**config.mk**
```make
export PLATFORM = sky130hd
export DESIGN_NAME = mag_ext_trk
export DESIGN_NICKNAME = d
export VERILOG_FILES = /design/src/rtl/mag_ext_trk.sv
export SDC_FILE = /design/constraint.sdc
export NUM_CORES = 1
export LEC_CHECK = 0
export ABC_AREA = 1
export BUFFER_PORTS_ARGS = -buffer_cell sky130_fd_sc_hd__buf_2
export CORE_ASPECT_RATIO = 0.75
export CORE_UTILIZATION = 40
export CTS_BUF_LIST = sky130_fd_sc_hd__clkbuf_4
export DETAILED_ROUTE_END_ITERATION = 8
export GPL_TIMING_DRIVEN = 1
export PLACE_DENSITY_LB_ADDON = 0.15
export SYNTH_ARGS = -nofsm -noshare
export SYNTH_HDL_FRONTEND = slang
export SYNTH_HIERARCHICAL = 1
export SYNTH_SLANG_ARGS = --single-unit
```
**constraint.sdc**
```tcl
create_clock -name clk -period 3.2 [get_ports clk]
set_input_delay 0.16 -clock clk [delete_from_list [all_inputs] [get_ports clk]]
set_output_delay 0.16 -clock clk [all_outputs]
set_load 0.1 [all_outputs]
```
**src/rtl/mag_ext_trk.sv**
```systemverilog
// ---------------------------------------------------------------------------
// mag_cmp
//   Unsigned magnitude comparator: grt_o = (a_i > b_i), lst_o = (a_i < b_i).
//
//   Ports:
//     a_i, b_i  [WIDTH-1:0]  operands, unsigned
//     grt_o                  a_i strictly greater than b_i
//     lst_o                  a_i strictly less than b_i
//
//   IMPLEMENTATION = 0 : chunked compare. Operands are zero-padded up to
//                        SPLIT equal chunks, each chunk is compared on its
//                        own, and the results are combined MSB chunk first.
//                        The chunk compares are independent and shallow,
//                        which keeps the critical path short on wide words.
//   IMPLEMENTATION != 0: flat relational compare, left to the synthesis tool.
// ---------------------------------------------------------------------------
module mag_cmp #(
    parameter int WIDTH          = 32,
    parameter int SPLIT          = 2,
    parameter int IMPLEMENTATION = 0
) (
    input  logic [WIDTH-1:0] a_i,
    input  logic [WIDTH-1:0] b_i,
    output logic             grt_o,
    output logic             lst_o
);

    generate
        if (IMPLEMENTATION != 0) begin : g_flat
            assign grt_o = (a_i > b_i);
            assign lst_o = (a_i < b_i);
        end else begin : g_tree
            localparam int NCH = (SPLIT < 1) ? 1 : SPLIT;
            localparam int CW  = (WIDTH + NCH - 1) / NCH;
            localparam int PW  = CW * NCH;

            // Zero padding on the top keeps non-multiple widths correct:
            // the padded bits are equal in both operands.
            logic [PW-1:0]  a_pad;
            logic [PW-1:0]  b_pad;
            logic [NCH-1:0] chunk_gt;
            logic [NCH-1:0] chunk_lt;
            logic [NCH-1:0] chain_gt;
            logic [NCH-1:0] chain_lt;

            assign a_pad = PW'(a_i);
            assign b_pad = PW'(b_i);

            for (genvar gi = 0; gi < NCH; gi++) begin : g_chunk
                assign chunk_gt[gi] = (a_pad[gi*CW +: CW] > b_pad[gi*CW +: CW]);
                assign chunk_lt[gi] = (a_pad[gi*CW +: CW] < b_pad[gi*CW +: CW]);
            end

            // A chunk decides the result unless it is equal, in which case
            // the decision of the chunks below it is passed up.
            assign chain_gt[0] = chunk_gt[0];
            assign chain_lt[0] = chunk_lt[0];
            for (genvar gi = 1; gi < NCH; gi++) begin : g_chain
                assign chain_gt[gi] = chunk_gt[gi] |
                                      (~chunk_gt[gi] & ~chunk_lt[gi] & chain_gt[gi-1]);
                assign chain_lt[gi] = chunk_lt[gi] |
                                      (~chunk_gt[gi] & ~chunk_lt[gi] & chain_lt[gi-1]);
            end

            assign grt_o = chain_gt[NCH-1];
            assign lst_o = chain_lt[NCH-1];
        end
    endgenerate

endmodule

// ---------------------------------------------------------------------------
// mag_ext_trk
//   Per-frame extrema tracker. Accepts a stream of unsigned samples framed
//   by in_lst, and for each frame reports the largest and smallest sample,
//   the index of the first occurrence of each, the beat count (saturating)
//   and an overflow flag when the frame was longer than the counter range.
//
//   Ports:
//     clk, rst                clock, asynchronous active-high reset
//     in_vld/in_rdy           input handshake
//     in_val [WIDTH-1:0]      input sample
//     in_lst                  last beat of frame
//     out_vld/out_rdy         result handshake
//     out_max, out_min        frame extrema        [WIDTH-1:0]
//     out_imx, out_imn        first-occurrence idx [CNT_W-1:0]
//     out_cnt                 beat count, saturating [CNT_W-1:0]
//     out_ovf                 frame longer than 2^CNT_W-1 beats
//
//   The result is held in OUT until consumed; input is stalled meanwhile,
//   so every frame costs at least one bubble cycle.
// ---------------------------------------------------------------------------
module mag_ext_trk #(
    parameter int WIDTH          = 32,
    parameter int CNT_W          = 16,
    parameter int SPLIT          = 2,
    parameter int IMPLEMENTATION = 0
) (
    input  logic             clk,
    input  logic             rst,
    input  logic             in_vld,
    output logic             in_rdy,
    input  logic [WIDTH-1:0] in_val,
    input  logic             in_lst,
    output logic             out_vld,
    input  logic             out_rdy,
    output logic [WIDTH-1:0] out_max,
    output logic [WIDTH-1:0] out_min,
    output logic [CNT_W-1:0] out_imx,
    output logic [CNT_W-1:0] out_imn,
    output logic [CNT_W-1:0] out_cnt,
    output logic             out_ovf
);

    typedef enum logic [1:0] {
        S_IDLE = 2'd0,
        S_ACC  = 2'd1,
        S_OUT  = 2'd2
    } state_t;

    localparam logic [CNT_W-1:0] IDX_MAX = '1;
    localparam logic [CNT_W-1:0] IDX_ONE = CNT_W'(1);

    state_t           state_q;
    logic [WIDTH-1:0] max_q;
    logic [WIDTH-1:0] min_q;
    logic [CNT_W-1:0] imx_q;
    logic [CNT_W-1:0] imn_q;
    logic [CNT_W-1:0] idx_q;
    logic             ovf_q;
    logic             vld_q;

    logic             idx_sat;
    logic [CNT_W-1:0] idx_d;
    logic             accept;
    logic             new_max;
    logic             new_min;
    logic             max_lt_unused;
    logic             min_gt_unused;
    logic             unused_cmp;

    mag_cmp #(
        .WIDTH          (WIDTH),
        .SPLIT          (SPLIT),
        .IMPLEMENTATION (IMPLEMENTATION)
    ) u_cmp_max (
        .a_i   (in_val),
        .b_i   (max_q),
        .grt_o (new_max),
        .lst_o (max_lt_unused)
    );

    mag_cmp #(
        .WIDTH          (WIDTH),
        .SPLIT          (SPLIT),
        .IMPLEMENTATION (IMPLEMENTATION)
    ) u_cmp_min (
        .a_i   (in_val),
        .b_i   (min_q),
        .grt_o (min_gt_unused),
        .lst_o (new_min)
    );

    assign unused_cmp = max_lt_unused & min_gt_unused;

    // idx_q is both the index of the next beat and the running beat count.
    // It sticks at IDX_MAX so indices and count never wrap.
    assign idx_sat = (idx_q == IDX_MAX);
    assign idx_d   = idx_sat ? idx_q : (idx_q + IDX_ONE);

    // in_rdy is gated by rst so it reads 0 for the whole reset pulse.
    assign in_rdy  = ~rst & (state_q != S_OUT);
    assign accept  = in_vld & in_rdy;

    always_ff @(posedge clk or posedge rst) begin
        if (rst) begin
            state_q <= S_IDLE;
            max_q   <= '0;
            min_q   <= '0;
            imx_q   <= '0;
            imn_q   <= '0;
            idx_q   <= '0;
            ovf_q   <= 1'b0;
            vld_q   <= 1'b0;
        end else begin
            case (state_q)
                S_IDLE: begin
                    if (accept) begin
                        max_q <= in_val;
                        min_q <= in_val;
                        imx_q <= '0;
                        imn_q <= '0;
                        idx_q <= IDX_ONE;
                        ovf_q <= 1'b0;
                        if (in_lst) begin
                            state_q <= S_OUT;
                            vld_q   <= 1'b1;
                        end else begin
                            state_q <= S_ACC;
                        end
                    end
                end
                S_ACC: begin
                    if (accept) begin
                        // Strict compares: ties keep the earliest index.
                        if (new_max) begin
                            max_q <= in_val;
                            imx_q <= idx_q;
                        end
                        if (new_min) begin
                            min_q <= in_val;
                            imn_q <= idx_q;
                        end
                        idx_q <= idx_d;
                        if (idx_sat) begin
                            ovf_q <= 1'b1;
                        end
                        if (in_lst) begin
                            state_q <= S_OUT;
                            vld_q   <= 1'b1;
                        end
                    end
                end
                S_OUT: begin
                    if (out_rdy) begin
                        state_q <= S_IDLE;
                        vld_q   <= 1'b0;
                    end
                end
                default: begin
                    state_q <= S_IDLE;
                    vld_q   <= 1'b0;
                end
            endcase
        end
    end

    assign out_vld = vld_q;
    assign out_max = max_q;
    assign out_min = min_q;
    assign out_imx = imx_q;
    assign out_imn = imn_q;
    assign out_cnt = idx_q;
    assign out_ovf = ovf_q;

endmodule

```
==> flow_summary.ini <==
[timing]
setup_ws_ns = 0.530
hold_viol = 0
clock.fmax_ghz = 0.374
slew_headroom_pct = 36.1
tightest_slew_ns = 0.955
finalSetupViolations = 0
rsz0062_at_grt = false
fin_crit_sh_pct = 83.5
finalClockSkew_ns = 0.0176
setup-tns-final_ns = 0
finalMaxSlewViolations = 0
post-route-min-period_ns = 2.67

[layout]
fin_area_sq_um = 8370
fill_cells = 1665
fin_cells = 1283
post-route-util_pct = 51.6
nets = 1162
syn_to_final_growth_pct = 24.9
antenna_cells = 0
drive_gt1_share_pct = 22.5

[clocking]
cts.clk_slew.worst_paths_ns = 0.13
root_buffer = clkbuf_4
cts-buffers-inserted = 17
cts_buffer_depth = 2
cts_tree = yes
clock-sinks = 116
cts_repair_resize_count = 0
cts.hold.buffers_added = 37
cts_setup_buffers = 0
clock_latency_ns = 0.56
ctsHtreeMaxLevel = 4

[worst_setup_path]
path_class = flop to flop
crit_family = simple AND/OR/NAND/NOR gates
arrival_ns = 3.12
crit_path_max_fanout = 23
critical-path-max-stage-delay_ns = 0.39
r2r-start = out_max[23]
rr_worst_depth = 16
start_kind = flop
end_kind = flop
crit_top_cell = nand2_1
worstPathCellList = inv_1, ha_1, nand2_1, nor2_1, nand2_1, nand2_1, nand2_1, nand2_1, nand2_2, nor2_2, nor2_1, nor2_4, inv_2, buf_4, nand2_1, o21ai_0
path_buf_inv = 3
cp.required_ns = 3.65
timing.rr.end = out_imx[9]
rrSetupSlack_ns = 0.53
cp_slowest_cell = dfrtp_1

[place]
dp_hpwl_um = 12600
dp.cells = 1214
placed_area_sq_um = 7700
dpl_worst_slack_ns = 0.480
port-buffer-count = 151
place_congestion = 0.830

[power_and_ir_drop]
power_frac_clock_pct = 18.7
p_sw_uw = 3370
swShare_pct = 54.7
comb_power_share_pct = 50.5
power.share.sequential_pct = 30.7
p_int_uw = 2790
p_leak_uw = 0.00467
ir_drop_mv = 0.606
p_per_area_nw_per_um2 = 735

[floorplanning]
initial_core_util_pct = 41.3
die_area_sq_um = 17300
ios = 152
rows = 40
die_h_um = 114
die_x_um = 151
core_sq_um = 16200

[routing]
drt_iter0_markers = 300
drc = 0
wirelength_um = 17300
vias_per_cell = 4.61
postRouteAntennaNets = 0
routed-via-count = 5910
routed_wire_length_per_instance_um = 13.5
firstDrtPassIters = 8

[yosys]
yosys_warnings = 6
avgSynthCellArea_sq_um = 7.72
syn-num-nets = 970
synthCells = 868
synth_area_sq_um = 6700

[global_routing]
grt_antenna_before_repair = 0
gr-total-overflow = 0
grt_pass1_wl_um = 28200
grt_usage_pct = 21.3
grt_start_max_net_pins = 117
grt_pass1_vias = 5509

[job]
drv_cap = 0

[min_path]
hold_class = primary input to asynchronous set/reset pin

[status]
status = complete, no violations
==> flip-flops by register name (all words and copies together), names as in the netlist <==
name,flops
out_min,32
state_q,2
out_imx,16
out_max,32
out_imn,16
out_ovf,1
out_cnt,16
out_vld,1
==> metrics by stage <==
step	hold WS, ns	total power [uW]
2_1_floorplan	0.307	4440
5_1_grt	0.402	6530
4_1_cts	0.354	6220
3_3_place_gp	0.429	4980
3_5_place_dp	0.437	5010
6_report	0.318	6150
==> worst max path at each step <==
stage / startpoint / endpoint / slack (ns) / depth (start not counted)
floorplan: out_max[23] / out_max[0] / 0.51 / 17
global placement: out_max[23] / out_imx[9] / 0.55 / 16
detailed placement: out_max[23] / out_imx[9] / 0.48 / 16
CTS: out_max[23] / out_imx[9] / 0.46 / 16
global route: out_max[23] / out_max[1] / 0.21 / 15
finish: out_max[23] / out_imx[9] / 0.53 / 16
==> worst register-to-register path, delay by kind of cell (launching register included) <==
family                   cells  cell delay [ns]
AO/OA/AOI/OAI                1             0.08
adder cells (fa/ha/maj)      1             0.28
flip-flops                   1             0.39
buffers and inverters        3             0.62
AND/OR/NAND/NOR             11             1.22
==> power groups by stage <==
stage	sequential [uW]	clock (uW)	combinational, uW
CTS	1890	1200	3130
floorplan	3570	0	870
detailed placement	1920	0	3090
global route	1930	1260	3340
finish	1890	1150	3110
global placement	1920	0	3060
==> cell usage in the layout, fill, tap and decap left out, drive strengths merged <==
cell type / n
clkinv: 5
nand4: 8
ha: 65
inv: 152
dlygate4sd3: 37
nor2: 70
buf: 158
o21ai: 95
clkbuf: 17
clkinvlp: 5
bufinv: 2
dfrtp: 116
a21oi: 32
a21o: 6
o21bai: 1
nor3: 2
nand3: 16
nand2: 286
==> routing by layer <==
metal	share of wire, %	vias to the layer above	GRT usage [%]
met1	54	2649	32.7
li1	-	3098	-
met4	0.74	0	5.93
met3	5.4	11	5.06
met5	0	-	0
met2	40	152	29.3
==> layout make-up <==
type                            instances  area [sq um]  area share (%)
Inverter                              149           563            6.73
Sequential cell                       116          2900            34.7
Timing Repair Buffer                  195          1220            14.5
Clock buffer                           17           128            1.52
Tap cell                              210           263            3.14
Clock inverter                         15           174            2.08
Multi-Input combinational cell        581          3120            37.3
No activity file was read; power rests on OpenSTA's default activity.
